## config.mk

```make
export PLATFORM = sky130hd
export DESIGN_NAME = vga_fb_arbiter
export DESIGN_NICKNAME = d
export VERILOG_FILES = /design/src/rtl/vga_fb_arbiter.sv
export SDC_FILE = /design/constraint.sdc
export NUM_CORES = 1
export LEC_CHECK = 0
export ABC_AREA = 1
export CELL_PAD_IN_SITES_DETAIL_PLACEMENT = 0
export CELL_PAD_IN_SITES_GLOBAL_PLACEMENT = 1
export CORE_UTILIZATION = 31
export CTS_CLUSTER_DIAMETER = 80
export DETAILED_ROUTE_END_ITERATION = 6
export GPL_ROUTABILITY_DRIVEN = 0
export PLACE_DENSITY_LB_ADDON = 0.1
export SLEW_MARGIN = 5
export SYNTH_ARGS = -nofsm -noshare
export SYNTH_HDL_FRONTEND = slang
export SYNTH_SLANG_ARGS = --single-unit
```

## constraint.sdc

```tcl
create_clock -name i_Clk -period 2.9 [get_ports i_Clk]
set_input_delay 0.58 -clock i_Clk [delete_from_list [all_inputs] [get_ports i_Clk]]
set_output_delay 0.58 -clock i_Clk [all_outputs]
set_load 0.05 [all_outputs]
```

## src/rtl/vga_fb_arbiter.sv

```systemverilog
`default_nettype none
// ============================================================================
// Module   : vga_fb_arbiter
// Purpose  : Shares one single-port frame-buffer RAM between VGA scan-out,
//            a built-in clear-screen sequencer and one pixel writer.
//            Display reads have hard priority. The clear sequencer and the
//            writer use every other cycle. The buffer is upscaled by
//            2^SCALE_LOG2 in both axes.
// Ports    : i_Clk, i_Rst_L       pixel clock, async active-low reset
//            i_valid, i_x, i_y    timing-generator active flag and coordinates
//            o_pixel, o_pix_valid pixel and valid, both 2 cycles after i_x/i_y
//            i_wr_*, o_wr_ready   writer valid/ready handshake
//            i_clear, i_clear_color, o_busy   clear-screen control
//            o_ram_*, i_ram_rdata RAM port with a 1-cycle synchronous read
// Revision : 1.0 - initial release
// ============================================================================
module vga_fb_arbiter #(
  parameter int FB_W       = 160,
  parameter int FB_H       = 120,
  parameter int SCALE_LOG2 = 2,    // must be >= 1
  parameter int DATA_W     = 9,
  parameter int ADDR_W     = 15
) (
  input  logic              i_Clk,
  input  logic              i_Rst_L,
  input  logic              i_valid,
  input  logic [11:0]       i_x,
  input  logic [11:0]       i_y,
  output logic [DATA_W-1:0] o_pixel,
  output logic              o_pix_valid,
  input  logic              i_wr_valid,
  input  logic [ADDR_W-1:0] i_wr_addr,
  input  logic [DATA_W-1:0] i_wr_data,
  output logic              o_wr_ready,
  input  logic              i_clear,
  input  logic [DATA_W-1:0] i_clear_color,
  output logic              o_busy,
  output logic [ADDR_W-1:0] o_ram_addr,
  output logic              o_ram_we,
  output logic [DATA_W-1:0] o_ram_wdata,
  input  logic [DATA_W-1:0] i_ram_rdata
);

  localparam int              FB_WORDS   = FB_W * FB_H;
  localparam int              ADDR_W1    = ADDR_W + 1;
  localparam logic [ADDR_W:0] C_FB_WORDS = ADDR_W1'(FB_WORDS);
  localparam logic [ADDR_W-1:0] C_LAST   = ADDR_W'(FB_WORDS - 1);
  localparam logic [ADDR_W-1:0] C_FB_W   = ADDR_W'(FB_W);

  typedef enum logic {
    ST_IDLE  = 1'b0,
    ST_CLEAR = 1'b1
  } state_t;

  state_t              state_q, state_d;
  logic [ADDR_W-1:0]   clr_addr_q, clr_addr_d;
  logic [DATA_W-1:0]   clr_color_q, clr_color_d;
  logic [ADDR_W-1:0]   last_addr_q, last_addr_d;
  logic                rd_pend_q, rd_pend_d;
  logic                vld1_q, vld1_d;
  logic                vld2_q, vld2_d;
  logic [DATA_W-1:0]   hold_q, hold_d;

  logic                disp_slot;
  logic                free_slot;
  logic                clr_go;
  logic                wr_ready;
  logic                wr_go;
  logic [ADDR_W-1:0]   disp_addr;
  logic [ADDR_W-1:0]   ram_addr;
  logic [DATA_W-1:0]   ram_wdata;

  // Row-times-width as a sum of shifted partial products of the constant
  // FB_W, so it maps onto plain adders rather than a hard multiplier.
  function automatic logic [ADDR_W-1:0] mul_fb_w(input logic [ADDR_W-1:0] row);
    logic [ADDR_W-1:0] acc;
    acc = '0;
    for (int i = 0; i < ADDR_W; i++) begin
      if (C_FB_W[i]) acc = acc + (row << i);
    end
    return acc;
  endfunction

  always_comb begin
    // Slot decode is gated by reset so nothing reaches the RAM while held.
    disp_slot = i_Rst_L & i_valid & (i_x[SCALE_LOG2-1:0] == '0);
    free_slot = i_Rst_L & ~disp_slot;
    clr_go    = free_slot & (state_q == ST_CLEAR);
    wr_ready  = free_slot & (state_q == ST_IDLE);
    // Out-of-range writes still handshake but never reach the RAM.
    wr_go     = wr_ready & i_wr_valid & ({1'b0, i_wr_addr} < C_FB_WORDS);
    disp_addr = mul_fb_w(ADDR_W'(i_y >> SCALE_LOG2)) + ADDR_W'(i_x >> SCALE_LOG2);

    ram_addr  = last_addr_q;
    ram_wdata = '0;
    if (disp_slot) begin
      ram_addr = disp_addr;
    end else if (clr_go) begin
      ram_addr  = clr_addr_q;
      ram_wdata = clr_color_q;
    end else if (wr_go) begin
      ram_addr  = i_wr_addr;
      ram_wdata = i_wr_data;
    end
    last_addr_d = ram_addr;

    state_d     = state_q;
    clr_addr_d  = clr_addr_q;
    clr_color_d = clr_color_q;
    case (state_q)
      ST_IDLE: begin
        if (i_clear) begin
          state_d     = ST_CLEAR;
          clr_addr_d  = '0;
          clr_color_d = i_clear_color;
        end
      end
      ST_CLEAR: begin
        // i_clear is ignored here: a running fill is never restarted.
        if (clr_go) begin
          if (clr_addr_q == C_LAST) state_d = ST_IDLE;
          else                      clr_addr_d = clr_addr_q + ADDR_W'(1);
        end
      end
      default: state_d = ST_IDLE;
    endcase

    // Read issued at t, data on the RAM bus at t+1, shown from t+2.
    rd_pend_d = disp_slot;
    hold_d    = rd_pend_q ? i_ram_rdata : hold_q;
    vld1_d    = i_valid;
    vld2_d    = vld1_q;
  end

  always_ff @(posedge i_Clk or negedge i_Rst_L) begin
    if (!i_Rst_L) begin
      state_q     <= ST_IDLE;
      clr_addr_q  <= '0;
      clr_color_q <= '0;
      last_addr_q <= '0;
      rd_pend_q   <= 1'b0;
      hold_q      <= '0;
      vld1_q      <= 1'b0;
      vld2_q      <= 1'b0;
    end else begin
      state_q     <= state_d;
      clr_addr_q  <= clr_addr_d;
      clr_color_q <= clr_color_d;
      last_addr_q <= last_addr_d;
      rd_pend_q   <= rd_pend_d;
      hold_q      <= hold_d;
      vld1_q      <= vld1_d;
      vld2_q      <= vld2_d;
    end
  end

  assign o_pixel     = vld2_q ? hold_q : '0;
  assign o_pix_valid = vld2_q;
  assign o_wr_ready  = wr_ready;
  assign o_busy      = (state_q == ST_CLEAR);
  assign o_ram_addr  = ram_addr;
  assign o_ram_we    = clr_go | wr_go;
  assign o_ram_wdata = ram_wdata;

endmodule
`default_nettype wire

```

; ---- Word level (Yosys, flattened, before mapping)
; Index checks and enable logic that the tools add are counted.
[totals]
input_bits = 71
wordCells = 44
out_inout_bits = 37
reg_bits = 52
[classes]
reduce_logical = 3
eq_ne = 4
n_lt_le_gt_ge = 1
bitwise_logic = 10
n_mux = 15
addsub = 3
[ops]
columns = operator, n
row1 = 15-bit two-way mux, 6
row2 = 9-bit two-way mux, 4
row3 = 15-bit case mux with 2 select lines, 1
row4 = 15-bit by 1-bit adder with 15-bit output (second input constant), 1
row5 = 15-bit by 10-bit adder with 15-bit output, 1
row6 = 15-bit adder, 1
row7 = 15-bit equality test (second input constant), 1
row8 = 15-bit less-than comparator (second input constant), 1
row9 = 1-bit bitwise AND, 7
row10 = 2-bit != test (second input constant), 2
row11 = 1-bit two-way mux, 3
row12 = 3-bit AND reduction, 1
row13 = 2-bit zero test, 1
row14 = 2-bit by 1-bit != test with 1-bit output (second input constant), 1
row15 = 1-bit inverter, 2
row16 = 1-bit case mux with 2 select lines, 1
row17 = 2-bit AND reduction, 1
row18 = 1-bit bitwise OR, 1

; ---- Longest topological paths before layout
; Gate-level depths: netlist of run 1.
[depth]
depth_word = 10
depth_mapped = 12
mapped_depth_nobuf = 11

; ---- Worst setup path after synthesis of run 1
; OpenSTA, ideal clock, no wires.
[synth_timing]
kind = input to output
start = input port i_x[9]
end = output port o_ram_addr[12]
arrival_time_ps = 2496
n_path_buf = 0
cell_stages = 11
required_ps = 2320
path_slack_ps = -176
cell_sequence = inv_1 fa_1 inv_1 fa_1 nand3_1 nand2_1 a21oi_1 nor2_1 nor2_1 nand2_1 nand2_1
[synth_via]
elab_chain_len = 2
[synth_rtl]
columns = element, line_no
row1 = from (decl), 27  ; input logic [11:0] i_x,
row2 = 15-bit by 10-bit adder with 15-bit output, 92  ; disp_addr = mul_fb_w(ADDR_W'(i_y >> SCALE_LOG2)) + ADDR_W'(i_x >> SCALE_LOG2);
row3 = 15-bit two-way mux, 96  ; if (disp_slot) begin
row4 = to (decl), 38  ; output logic [ADDR_W-1:0] o_ram_addr,
; Every way passes these cells.

; ---- Worst setup path in the final report of run 1
[layout_timing]
start = input port i_y[4]
end = output port o_ram_addr[10]
[layout_via]
elab_chain_len = 3
[layout_rtl]
columns = element, line_no
row1 = from (decl), 28  ; input logic [11:0] i_y,
row2 = 15-bit adder, 79  ; if (C_FB_W[i]) acc = acc + (row << i);
row3 = 15-bit by 10-bit adder with 15-bit output, 92
row4 = 15-bit two-way mux, 96
; Every way passes these cells.

==> results of run 1 <==
## per-layer routing
layer / GRT usage / share of wire
met2: 0.3194 / 0.48
met1: 0.2445 / 0.45
met5: 0 / 0
met4: 0.04229 / 0.011
met3: 0.03292 / 0.058
## per-stage QoR
stage	hold slack, ps	cell area, um2	total power [W]
2_1_floorplan	284.4	3650	0.001760
3_3_place_gp	332.9	5291	0.002413
3_5_place_dp	342.6	5291	0.002426
4_1_cts	357.2	5678	0.003213
5_1_grt	374.0	5766	0.003411
6_report	342.7	5766	0.003209
## final timing paths
kind / endpoint / slack, ps / cells past startpoint
min reg2reg: o_pix_valid / 360 / 0
max reg2reg: clr_addr_q[10] / 1210 / 11
min in group i_Clk: o_pix_valid / 360 / 0
max: o_ram_addr[10] / -90 / 11
max in group asynchronous: last_addr_q[9] / 2120 / 2
min: last_addr_q[13] / 340 / 2
## state kept, by name, indices dropped and copies added, names as in the netlist
register / cells
clr_color_q: 9
o_busy: 1
vld1_q: 1
rd_pend_q: 1
last_addr_q: 15
hold_q: 9
clr_addr_q: 15
o_pix_valid: 1
## power by group
part / switching, W / internal, W
combinational: 0.000839 / 0.000721
clock: 0.000286 / 0.000411
sequential: 0.0000797 / 0.000873
## timing repair
item / CTS / global route
gates resized for setup: 73 / 11
setup endpoints to repair: 8 / 15
hold buffers: 0 / 0
setup buffers: 2 / 6
pin swaps: 31 / 11
## cell type report
type	instances	area (um2)	share of cell area
flip-flops and latches	52	1301	0.2257
inverters	54	212.7	0.03689
well taps	143	178.9	0.03103
multi-input cells	343	2280	0.3954
clock inverters	3	46.29	0.008030
clock buffers	5	125.1	0.02170
repair buffers	144	1622	0.2813
## layout by cell type, fill, tap and decap left out, drive strengths merged, types with 2 or more instances in the layout
cell type      synthesis  layout
fa                     4       4
nand4                  8       8
dfrtp                 52      52
inv                   53      54
nand2                135     135
buf                   10      73
xor2                   5       5
nor3                   5       5
dlygate4sd2            0       4
nand3                 70      70
a21oi                 20      20
mux2                  18      18
dlymetal6s2s           0       2
nor2                  21      21
ha                    15      15
clkbuf                 7       5
o21ai                 36      36
clkdlybuf4s50          0      64
## cell families after synthesis
family | after synthesis | synth area share
AOI/OAI and AO/OA | 58 | 0.09207
xor gates and xnor gates | 6 | 0.01443
adders and majority gates | 19 | 0.07352
buffers and inverters | 71 | 0.08897
DFF | 52 | 0.3573
muxes | 18 | 0.05565
and+or+nand+nor | 242 | 0.3181
## critical path, delay by kind of cell
kind	cells	cell delay [ps]
xor+xnor	1	160
fa+ha+maj	2	820
buf+inv	4	470
simple gates	4	370
==> results.ini, run 1 <==
[run_status]
status=complete, but fails checks
violations=setup timing

[placement]
dpl.hpwl_um=8126
dp_cells=728
pre_cts_slack_ps=-647.6
port_buffers=105

[power]
ir_drop_mv=0.3156
power_density_mw_per_mm2=556.7
p_leak_nw=2.688

[clocking]
cts_tree=yes
clkLatencyLatePin_ps=300
h-tree-depth=2
clockBufferDepth=2
path_clk_slew_ps=70
cts.sink_count=52
numCtsBuffers=5
cts_root_buffer=clkbuf_16

[layout]
drive_gt1_frac=0.2945
finalNonFillerCells=744
num-fill-cells=1102
finalNetCount=690
antennaDiodeCount=0
fin_util=0.5049
areaGrowthSynthToFinish_pct=58.30

[global_routing]
grt_pass1_vias=3412
antenna_found_initial=0
overflow=0
grt_pass1_wl_um=17220
grt_use_total=0.1867
grt_max_degree=32

[logic_synthesis]
syn_nets=556
netlist.area_leader.share=0.3573
synthTopCellsByArea=dfrtp_1 (36%), nand2_1 (13%), nand3_1 (9.5%)
yosys_warnings=0
synth_commonest_cells=nand2_1 (124), nand3_1 (69), dfrtp_1 (52)
synth.most_common_cell=nand2_1
synth_seq_cells=52
yosysTopAreaCell=dfrtp_1
syn-cell-area_mm2=0.003642
post_synth.cell_area_avg_um2=7.816
async_flop_share=1.000
synth_edf_count=0
synth_seq_area_share=0.3573
yosysUniqueCellTypes=35
synthCells=466
synth_flop_cell=dfrtp_1

[route]
via_count=3515
vias_per_cell=4.724
drc_errors=0
first_pass_iters=6
ant_nets=0
drt_iter0_drc=140
wirelength_um=10770
avgRoutedWirePerCell_um=14.47

[worst_setup_path]
worstSetupPathType=in2out
end_kind=output pin
start_kind=primary input
cp.required_ps=2320
slowest_stage=fa_1
path_max_fanout=4
cp.arrival_ps=2410
cp_common_cell=buf_4
crit_start=i_y[4]
crit_path_cell_trace=buf_8 > buf_4 > fa_1 > ha_4 > nand3_2 > nand2_4 > buf_4 > xor2_1 > nand2_1 > nand2_2 > buf_12
r2r-start=clr_addr_q[0]
slowest_delay_ps=490

[timing]
tns_ps=-255.9
fmax_mhz=334.8
hold_violations=0
worstMarginPinSlew_ps=644.6
final_max_slew_viol_count=0
rsz0062_at_grt=yes
setup_slack_ps=-86.85
setup-violations-final=5
finalClockSkew_ps=5.046
finalCritPeriodShare=1.030
max-slew-margin-rel=0.5692
period_minus_slack_ps=2987

[die]
die_h_um=110.4
start_util=0.3190
die_x_um=110.4
rows=39
core-area_mm2=0.01142
ioPinCount=108
design.die.area_mm2=0.01219

[worst_hold_path]
hp-class=in2async

[job]
maxCapViolCount=0

Power figures use the tool's default switching activity.
==> run 2, diff against run 1 <==
--- a/config.mk
+++ b/config.mk
@@ -8,7 +8,7 @@
 export ABC_AREA = 1
 export CELL_PAD_IN_SITES_DETAIL_PLACEMENT = 0
 export CELL_PAD_IN_SITES_GLOBAL_PLACEMENT = 1
-export CORE_UTILIZATION = 31
+export CORE_UTILIZATION = 37
 export CTS_CLUSTER_DIAMETER = 80
 export DETAILED_ROUTE_END_ITERATION = 6
 export GPL_ROUTABILITY_DRIVEN = 0
==> constraint.sdc (replaced) <==
create_clock -name i_Clk -period 3.8 [get_ports i_Clk]
set_input_delay 0.76 -clock i_Clk [delete_from_list [all_inputs] [get_ports i_Clk]]
set_output_delay 0.76 -clock i_Clk [all_outputs]
set_load 0.05 [all_outputs]
==> results.ini, run 2 (synthesized netlist as in run 1, its figures left out) <==
[run_status]
status=finished, final reports clean

[die]
design.die.area_mm2=0.01024
rows=35
start_util=0.3887
core-area_mm2=0.009371
die_x_um=101.2
ioPinCount=108
die_h_um=101.2

[layout]
layout_commonest_cell=nand2_1
finalNetCount=667
largestRegisters=clr_addr_q x15, last_addr_q x15
antennaDiodeCount=0
final_cell_mix=nand2_1 (118), clkdlybuf4s50_1 (76), nand3_1 (66)
fin_util=0.5656
drive_gt1_frac=0.2111
areaGrowthSynthToFinish_pct=45.52
num-fill-cells=908

[route]
avgRoutedWirePerCell_um=14.26
first_pass_iters=7
vias_per_cell=4.950
drt_iter0_drc=102
via_count=3500
wirelength_um=10090
ant_nets=0
drc_errors=0

[timing]
finalClockSkew_ps=15.96
setup-violations-final=0
hold_violations=0
finalCritPeriodShare=0.9736
worstMarginPinSlew_ps=639.1
fmax_mhz=270.3
max-slew-margin-rel=0.5729
whs_ps=359.0
period_minus_slack_ps=3700
final_max_slew_viol_count=0

[clocking]
cts_root_buffer=clkbuf_8
clkLatencyLatePin_ps=320
path_clk_slew_ps=100
cts_hold_buf=0
cts_tree=yes
cts.sink_count=52
h-tree-depth=2
numCtsBuffers=5
clockBufferDepth=2

[worst_setup_path]
rr_worst_depth=7
cp_num_buf_inv=4
r2r-start=o_busy
start_kind=primary input
crit_family=adder cells
end_kind=output pin
cp.arrival_ps=2940
worstSetupPathType=in2out
path_max_fanout=3
slowest_delay_ps=490
crit_path_cell_trace=clkdlybuf4s50_1 > inv_1 > fa_1 > inv_2 > fa_2 > nand3_1 > nand2_2 > a21oi_2 > nor2_1 > nor2_1 > nand2_1 > nand2_2 > buf_12
slowest_stage=fa_1
r2r_slack_ps=2090
cp.required_ps=3040
timing.rr.end=last_addr_q[14]

[power]
ir_drop_mv=0.1539
p_sw_frac=0.3936
internal_power_w=0.001352
power_switching_w=0.0008775
power_density_mw_per_mm2=420.6
combPwrFrac=0.491
seq_power_share=0.327
p_leak_nw=2.528
clockPowerShare=0.182

[placement]
dpl.hpwl_um=7718
port_buffers=105

[global_routing]
antenna_found_initial=0
grt_max_degree=26
grt_pass1_vias=3439
overflow=0
grt_pass1_wl_um=16450
grt_use_total=0.2060

[worst_hold_path]
hp-class=reg2reg
min-delay-start=vld1_q
hold_end=o_pix_valid
hold_depth=0

[job]
maxCapViolCount=0

[run 2: changes by cell type in the layout (fill, tap and decap cells not counted), moves of 11 or more]
| cell | delta |
|---|---|
| ha_1 | +11 |
| buf_4 | -19 |
| clkdlybuf4s50_1 | +12 |
| ha_4 | -11 |
[run 2: worst max path at each step]
stage	startpoint	end	cells past startpoint
CTS	i_y[2]	o_ram_addr[14]	13
floorplan	i_x[9]	o_ram_addr[12]	11
global route	i_x[10]	o_ram_addr[11]	11
global placement	i_y[2]	o_ram_addr[12]	13
detailed placement	i_y[2]	o_ram_addr[12]	13
finish	i_x[9]	o_ram_addr[12]	13
[run 2: per-layer routing]
layer  track usage  up-vias  wire length [um]
met1        0.2562     1630              4506
met4       0.05463        0               133
met2        0.3731      110              4949
li1              -     1749                 -
met5             0        -                 0
met3       0.02899       11               495
[run 2: what timing repair did]
| action | 4_1_cts | 5_1_grt |
|---|---|---|
| endpoints found under the setup margin | 5 | 7 |
| pin swaps | 3 | 6 |
| buffers inserted | 1 | 1 |
| resized for setup | 10 | 11 |
[run 2: per-stage QoR]
step,cell area (um2),cells,TNS (ps),setup slack (ps),power (W)
floorplan,3642,466,0,364.4,0.001341
global placement,5091,697,-200.1,-110.8,0.001797
detailed placement,5091,697,-371.7,-140.5,0.001810
CTS,5255,706,0,3.575,0.002232
global route,5300,707,-55.55,-37.92,0.002363
finish,5300,707,0,100.4,0.002229
[run 2: area by class of cell]
cell class | count | area, um2 | area share
Timing Repair Buffer | 121 | 1424 | 0.2687
Tap cell | 129 | 161.4 | 0.03045
Clock buffer | 5 | 68.82 | 0.01298
Multi-Input combinational cell | 343 | 2088 | 0.3940
Sequential cell | 52 | 1301 | 0.2455
Inverter | 54 | 210.2 | 0.03966
Clock inverter | 3 | 46.29 | 0.008735
[run 2: power by group through the flow]
stage	sequential, W	clock [W]	combinational [W]
floorplan	0.000727	0	0.000615
global placement	0.000734	0	0.00106
detailed placement	0.000739	0	0.00107
CTS	0.000729	0.000415	0.00109
global route	0.000745	0.000439	0.00118
finish	0.000730	0.000405	0.00109
